File: config.mk
export PLATFORM = sky130hd
export DESIGN_NAME = pipe_stage_buf
export DESIGN_NICKNAME = d
export VERILOG_FILES = /design/src/rtl/pipe_stage_buf.sv
export SDC_FILE = /design/constraint.sdc
export NUM_CORES = 1
export LEC_CHECK = 0
export ABC_AREA = 1
export CAP_MARGIN = 5
export CELL_PAD_IN_SITES_DETAIL_PLACEMENT = 0
export CELL_PAD_IN_SITES_GLOBAL_PLACEMENT = 1
export CORE_ASPECT_RATIO = 0.7
export CORE_MARGIN = 2
export CORE_UTILIZATION = 25
export DETAILED_ROUTE_END_ITERATION = 8
export PLACE_DENSITY = 0.66
export SETUP_SLACK_MARGIN = 0.5
export SLEW_MARGIN = 15
export SYNTH_ARGS = -nofsm -noshare
export SYNTH_HDL_FRONTEND = slang
export SYNTH_SLANG_ARGS = --single-unit
export TNS_END_PERCENT = 5
File: constraint.sdc
create_clock -name clk -period 2.1 [get_ports clk]
set_clock_uncertainty 0.1 [all_clocks]
set_input_delay 0.63 -clock clk [delete_from_list [all_inputs] [get_ports clk]]
set_output_delay 0.63 -clock clk [all_outputs]
set_load 0.1 [all_outputs]
File: src/rtl/pipe_stage_buf.sv
// Generic pipeline-stage register with a valid/ready handshake.
// A main entry (M) drives the outputs. An optional skid entry (S) catches the
// word that arrives while M is stalled, so in_ready can come from a flop.
// Also provides bubble insertion, full flush and saturating perf counters.
module pipe_stage_buf #(
  parameter int unsigned DATA_W  = 143,
  parameter int unsigned CTRL_W  = 10,
  parameter bit          SKID_EN = 1'b1,
  parameter int unsigned CNT_W   = 16
) (
  input  logic              clk,
  input  logic              rst,
  input  logic              in_valid,
  output logic              in_ready,
  input  logic [DATA_W-1:0] in_data,
  input  logic [CTRL_W-1:0] in_ctrl,
  output logic              out_valid,
  input  logic              out_ready,
  output logic [DATA_W-1:0] out_data,
  output logic [CTRL_W-1:0] out_ctrl,
  input  logic              ctrl_flush,
  input  logic              flush,
  input  logic              cnt_clr,
  output logic [CNT_W-1:0]  stall_cnt,
  output logic [CNT_W-1:0]  bubble_cnt
);

  logic              acc;
  logic              pop;
  logic [CTRL_W-1:0] in_ctrl_eff;

  logic              m_valid_q, m_valid_d;
  logic [DATA_W-1:0] m_data_q, m_data_d;
  logic [CTRL_W-1:0] m_ctrl_q, m_ctrl_d;

  // Current skid-entry contents; constant zero when the skid is not built.
  logic              s_valid;
  logic [DATA_W-1:0] s_data;
  logic [CTRL_W-1:0] s_ctrl;
  logic              s_load;

  logic [CNT_W-1:0]  stall_cnt_q;
  logic [CNT_W-1:0]  bubble_cnt_q;

  assign acc         = in_valid & in_ready;
  assign pop         = m_valid_q & out_ready;
  // A bubble keeps its payload but loses every control bit.
  assign in_ctrl_eff = ctrl_flush ? '0 : in_ctrl;

  assign out_valid  = m_valid_q;
  assign out_data   = m_data_q;
  assign out_ctrl   = m_ctrl_q;
  assign stall_cnt  = stall_cnt_q;
  assign bubble_cnt = bubble_cnt_q;

  // Main-entry next state: flush, then refill from S or input, then park in S.
  always_comb begin
    m_valid_d = m_valid_q;
    m_data_d  = m_data_q;
    m_ctrl_d  = m_ctrl_q;
    s_load    = 1'b0;
    if (flush) begin
      m_valid_d = 1'b0;
      m_data_d  = '0;
      m_ctrl_d  = '0;
    end else if (!m_valid_q || pop) begin
      if (s_valid) begin
        // S is older than anything arriving now, so it always goes first.
        m_valid_d = 1'b1;
        m_data_d  = s_data;
        m_ctrl_d  = s_ctrl;
        s_load    = acc;
      end else if (acc) begin
        m_valid_d = 1'b1;
        m_data_d  = in_data;
        m_ctrl_d  = in_ctrl_eff;
      end else begin
        // Payload is left stale; ctrl is cleared so an empty stage is inert.
        m_valid_d = 1'b0;
        m_ctrl_d  = '0;
      end
    end else if (acc) begin
      s_load = 1'b1;
    end
  end

  // Main-entry state.
  always_ff @(posedge clk or negedge rst) begin
    if (!rst) begin
      m_valid_q <= 1'b0;
      m_data_q  <= '0;
      m_ctrl_q  <= '0;
    end else begin
      m_valid_q <= m_valid_d;
      m_data_q  <= m_data_d;
      m_ctrl_q  <= m_ctrl_d;
    end
  end

  if (SKID_EN) begin : gen_skid
    logic              s_valid_q;
    logic [DATA_W-1:0] s_data_q;
    logic [CTRL_W-1:0] s_ctrl_q;

    // Skid entry: captures a word while M stalls, drains into M when M frees.
    always_ff @(posedge clk or negedge rst) begin
      if (!rst) begin
        s_valid_q <= 1'b0;
        s_data_q  <= '0;
        s_ctrl_q  <= '0;
      end else if (flush) begin
        s_valid_q <= 1'b0;
        s_data_q  <= '0;
        s_ctrl_q  <= '0;
      end else if (s_load) begin
        s_valid_q <= 1'b1;
        s_data_q  <= in_data;
        s_ctrl_q  <= in_ctrl_eff;
      end else if (!m_valid_q || pop) begin
        s_valid_q <= 1'b0;
      end
    end

    assign s_valid  = s_valid_q;
    assign s_data   = s_data_q;
    assign s_ctrl   = s_ctrl_q;
    // Ready depends only on the skid flop, plus the flush and reset gates.
    assign in_ready = rst & ~s_valid_q & ~flush;
  end else begin : gen_no_skid
    assign s_valid  = 1'b0;
    assign s_data   = '0;
    assign s_ctrl   = '0;
    assign in_ready = rst & (~m_valid_q | out_ready) & ~flush;
  end

  // Stall counter: saturating, clear wins, unaffected by flush.
  always_ff @(posedge clk or negedge rst) begin
    if (!rst) begin
      stall_cnt_q <= '0;
    end else if (cnt_clr) begin
      stall_cnt_q <= '0;
    end else if (m_valid_q && !out_ready && (stall_cnt_q != '1)) begin
      stall_cnt_q <= stall_cnt_q + CNT_W'(1);
    end
  end

  // Bubble counter: counts accepted words converted to bubbles.
  always_ff @(posedge clk or negedge rst) begin
    if (!rst) begin
      bubble_cnt_q <= '0;
    end else if (cnt_clr) begin
      bubble_cnt_q <= '0;
    end else if (acc && ctrl_flush && (bubble_cnt_q != '1)) begin
      bubble_cnt_q <= bubble_cnt_q + CNT_W'(1);
    end
  end

endmodule

# After elaboration in Yosys (flattened, before gate mapping)
# Cells that the tools add are included.
# word_totals
ff_bits	340
in_bits	160
out_inout_bits	187
word_cells	59
# classes
addsub	2
eq_ne	2
muxes	27
bitwise	6
reduce_logical	14
# ops
operator	count
$mux 143	6
$mux 10	7
$mux 16	4
$add 16x1->16 const B	2
$ne 16x16->1 const B	2
$mux 1	10
$reduce_bool 2->1	4
$reduce_bool 3->1	2
$and 1x1->1	4
$logic_and 1x1->1	4
$logic_not 1->1	2
$not 1->1	2
$reduce_and 2->1	1
$logic_or 1x1->1	1

# Depth between registers and ports, before layout
# logic_depth
depth_word	9
ltp_mapped	11
depth_no_buf	9

# Worst setup path after synthesis
# Ideal clock, no wire load.
# synth_path
kind	register to register
start	register bubble_cnt_q[0], in the netlist bubble_cnt[0]
end	register bubble_cnt_q[12], in the netlist bubble_cnt[12]
setup_ns	0.068
t_arrival_ns	2.360
required_time_ns	1.932
slack_ns	-0.428
path_stages_with_launch	11
path_buffers	1
synth_period_minus_slack_ns	2.528
cell_sequence	dfrtp_1 -> ha_1 -> nand3_1 -> inv_1 -> nand2_1 -> nor2_1 -> nor2_2 -> nor2_4 -> buf_2 -> nand2_1 -> nand2_1
# synth_between
elab_chain_cells	3
word_cells_on_any_way	6
cone_classes	1 x add/sub; 1 x eq/ne; 2 x mux; 2 x reduce/logical
# synth_rtl
element	line_no	text
start, declared	43	logic [CNT_W-1:0] bubble_cnt_q;
start signal, assigned	154	bubble_cnt_q <= bubble_cnt_q + CNT_W'(1);
$add 16x1->16 / $ne 16x16->1 (equally long branches)	154, 153	
$mux 16 / $logic_and 1x1->1 (equally long branches)	153	end else if (acc && ctrl_flush && (bubble_cnt_q != '1)) begin
$mux 16 / $reduce_bool 2->1 (equally long branches)	--	
# Parallel ways exist; a longest one is shown, timed or not. The select of a mux whose other input is x is not followed.
# A chain may end at the register's enable or synchronous reset.

# Worst setup path in the final report
# layout_path
start	register gen_skid.s_valid_q
end	output port in_ready
# layout_between
elab_chain_cells	3
# layout_rtl
element	line_no	text
start, declared	101	logic s_valid_q;
start signal, assigned	108	s_valid_q <= 1'b0;
start signal, assigned	112	s_valid_q <= 1'b0;
start signal, assigned	116	s_valid_q <= 1'b1;
$not 1->1	128	assign in_ready = rst & ~s_valid_q & ~flush;
$and 1x1->1 (2 in series)	128	
end, declared	14	output logic in_ready,
# Every way passes these cells.

==> impl_metrics.tcl <==
set metrics [dict create \
    cts_sinks 340 \
    outcome "complete, but fails checks" \
    finalMaxSlewViolations 0 \
    max-cap-violations 0 \
    core_mm2 0.0600 \
    fin_ws_ps -176 \
    die_w_um 298 \
    cp-start-kind "flip-flop" \
    grt_max_degree 119 \
    rr_endpoint "out_data[47]" \
    syn_area_mm2 0.0152 \
    synthCells 1755 \
    final_nets 2323 \
    drtPass1Iterations 7 \
    regArea_mm2 0.00861 \
    synth_warnings 0 \
    grt_pass1_wl_mm 83.6 \
    path_clk_slew_ps 60 \
    crit-reg2reg-launch "gen_skid.s_valid_q" \
    cts_tree "yes" \
    die_area_mm2 0.0627 \
    htree_levels 2 \
    reg2reg_setup_slack_ps 0 \
    start_util_pct 25.3 \
    cp_data_required_time_ps 1370 \
    crit_path_max_fanout 2 \
    diodes 0 \
    clk-insertion-delay-late_ps 540 \
    drive_above_1_share_pct 37.3 \
    p_leak_nw 11.7 \
    top_layer "met5" \
    crit_buf_inv 3 \
    n_fill_cell 5639 \
    min_path_type "input pin to async pin" \
    die_height_um 210 \
    clk_path_buf_depth 3 \
    grt_usage_pct 16.8 \
    place_hpwl_mm 34.9 \
    peakVddDrop_v 0.000313 \
    rsz0062_at_grt "yes" \
    crit_family "flip-flops" \
    reg2reg_depth 10 \
    crit_type "flip-flop to output pin" \
    grt_pass1_vias 14200 \
    fin_cells 2994 \
    syn-num-nets 1917 \
    rows 75 \
    wl_met3_mm 2.84 \
    port_buffers 346 \
    wl_per_cell_um 18.2 \
    endpoint_kind "output pin" \
    antenna_found_initial 3 \
    wl_met1_mm 26.2 \
    via_per_inst 4.66 \
    fin_util_pct 42.9 \
    synth.distinct_cells 29 \
    fmaxAchievable_ghz 0.439 \
    finalCritPeriodShare_pct 108 \
    period_minus_slack_ps 2280 \
    route.met2.wl_mm 24.4 \
    drc 0 \
    grt_overflow 0 \
    setup_viol 2 \
    slowest_delay_ps 510 \
    pin_count 347 \
    multiInputGateArea_mm2 0.00719 \
    ys_seq_area_share_pct 56.1 \
    cts-root-buf "clkbuf_16" \
    violations "setup timing" \
    finalWirelength_mm 54.6 \
    slowest_stage "dfrtp_4" \
    final-hold-violation-count 0 \
    worstPathCellList "inv_8, nand2_8, nor2_4, buf_6, buf_12" \
    drt_iter0_markers 723 \
    ys_ff_latch 340 \
    slew_headroom_pct 55.9 \
    timing.hold.ws_ps 112 \
    avgSynthCellArea_um2 8.65 \
    power_density_mw_per_mm2 633 \
    area_growth_syn_to_layout_pct 69.6 \
    cts_buffers 39 \
    worstPathArrival_ps 1550 \
    dpl.cell_count 2887 \
    gp_congestion 0.790 \
    worst_slew_pin_slew_ps 662 \
    drt.antenna.violating_nets 0 \
    vias 14000 \
]
-- cells in the mapped netlist (all sizes together) --
cell type,count,area share (%)
mux2i,52,3.4
clkbuf,61,1.5
nand2,483,12
buf,57,1.9
o21bai,4,0.20
nand4,29,1.2
nand3b,3,0.15
inv,119,3.0
nor2,48,1.6
or2,5,0.21
ha,2,0.16
dfrtp,340,56
nand3,176,5.9
o211ai,10,0.49
a21oi,11,0.36
o21ai,347,11
xor2,8,0.46
-- placed cells by master (no fill, tap or decap), types with 12 or more instances in the layout --
master | synthesis | routed
nand3_1 | 175 | 135
buf_8 | 0 | 14
nand3_2 | 0 | 37
nand2_2 | 4 | 92
dfrtp_1 | 340 | 285
o21ai_1 | 121 | 66
dfrtp_2 | 0 | 42
o21ai_0 | 226 | 98
buf_4 | 6 | 56
nor2_4 | 2 | 12
mux2i_1 | 52 | 52
buf_12 | 0 | 219
buf_6 | 1 | 21
inv_1 | 116 | 113
nand4_1 | 29 | 29
clkdlybuf4s50_1 | 0 | 157
nand2_1 | 478 | 369
o21ai_2 | 0 | 180
dfrtp_4 | 0 | 13
clkbuf_16 | 0 | 46
nor2_1 | 41 | 31
nand2_4 | 1 | 18
-- metrics by stage --
| stage | area (µm²) | total power, mW | setup TNS, ps | worst slack [ps] |
|---|---|---|---|---|
| 6_report | 25700 | 16.3 | -177 | -176 |
| 5_1_grt | 25700 | 17.0 | -251 | -241 |
| 3_3_place_gp | 22300 | 9.33 | -82860 | -359 |
| 2_1_floorplan | 15400 | 8.02 | -30570 | -142 |
| 4_1_cts | 24500 | 16.4 | -211 | -211 |
| 3_5_place_dp | 22300 | 9.34 | -92590 | -400 |
-- metal layers --
| metal | track usage (%) | vias up |
|---|---|---|
| met5 | 0 | - |
| li1 | - | 6623 |
| met1 | 24.6 | 6896 |
| met2 | 25.2 | 349 |
| met3 | 3.66 | 78 |
| met4 | 3.88 | 4 |
-- how the worst max path moves through the flow --
stage | depth (start not counted) | endpoint | slack (ps) | from
after detailed placement | 8 | gen_skid.s_data_q[43] | -400 | flush
after floorplan | 9 | gen_skid.s_data_q[100] | -140 | rst
final | 5 | in_ready | -180 | gen_skid.s_valid_q
after global routing | 5 | in_ready | -240 | gen_skid.s_valid_q
after CTS | 5 | in_ready | -210 | gen_skid.s_valid_q
after global placement | 8 | gen_skid.s_data_q[49] | -360 | flush
-- flip-flops by register name, summed over array words and instances (netlist names) --
name / cells
stall_cnt: 16
out_ctrl: 10
gen_skid.s_data_q: 143
bubble_cnt: 16
out_valid: 1
gen_skid.s_ctrl_q: 10
out_data: 143
gen_skid.s_valid_q: 1
-- report_power, final --
group / switching, mW / total (mW) / leakage (nW) / internal [mW]
logic: 1.61 / 2.64 / 6.50 / 1.02
clock network: 2.82 / 6.85 / 0.615 / 4.03
registers: 0.140 / 6.81 / 4.62 / 6.67
-- logic make-up after synthesis --
logic type	synth area share [%]
AOI/OAI and AO/OA	12.5
xor gates and xnor gates	0.462
muxes	3.43
adders and majority gates	0.165
and+or+nand+nor	21.1
buffers and inverters	6.32
DFF	56.1
-- timing repair --
action,in CTS,in global routing
cloned,0,10
endpoints found under the setup margin,524,526
pin swaps,130,173
setup buffers,26,3
gates resized for setup,287,330
hold endpoints to repair,35,10
-- tightest hold or removal path, delay by kind of cell --
kind	cells	cell delay, ps
buffers and inverters	3	470
-- cell type report --
| cell class | instances | area share, % |
|---|---|---|
| clock buffers | 53 | 4.27 |
| repair buffers | 483 | 28.0 |
| multi-input cells | 1178 | 27.9 |
| clock inverters | 13 | 0.608 |
| well taps | 808 | 3.93 |
| inverters | 119 | 1.83 |
| flip-flops and latches | 340 | 33.4 |
No activity file was read; power rests on OpenSTA's default activity.
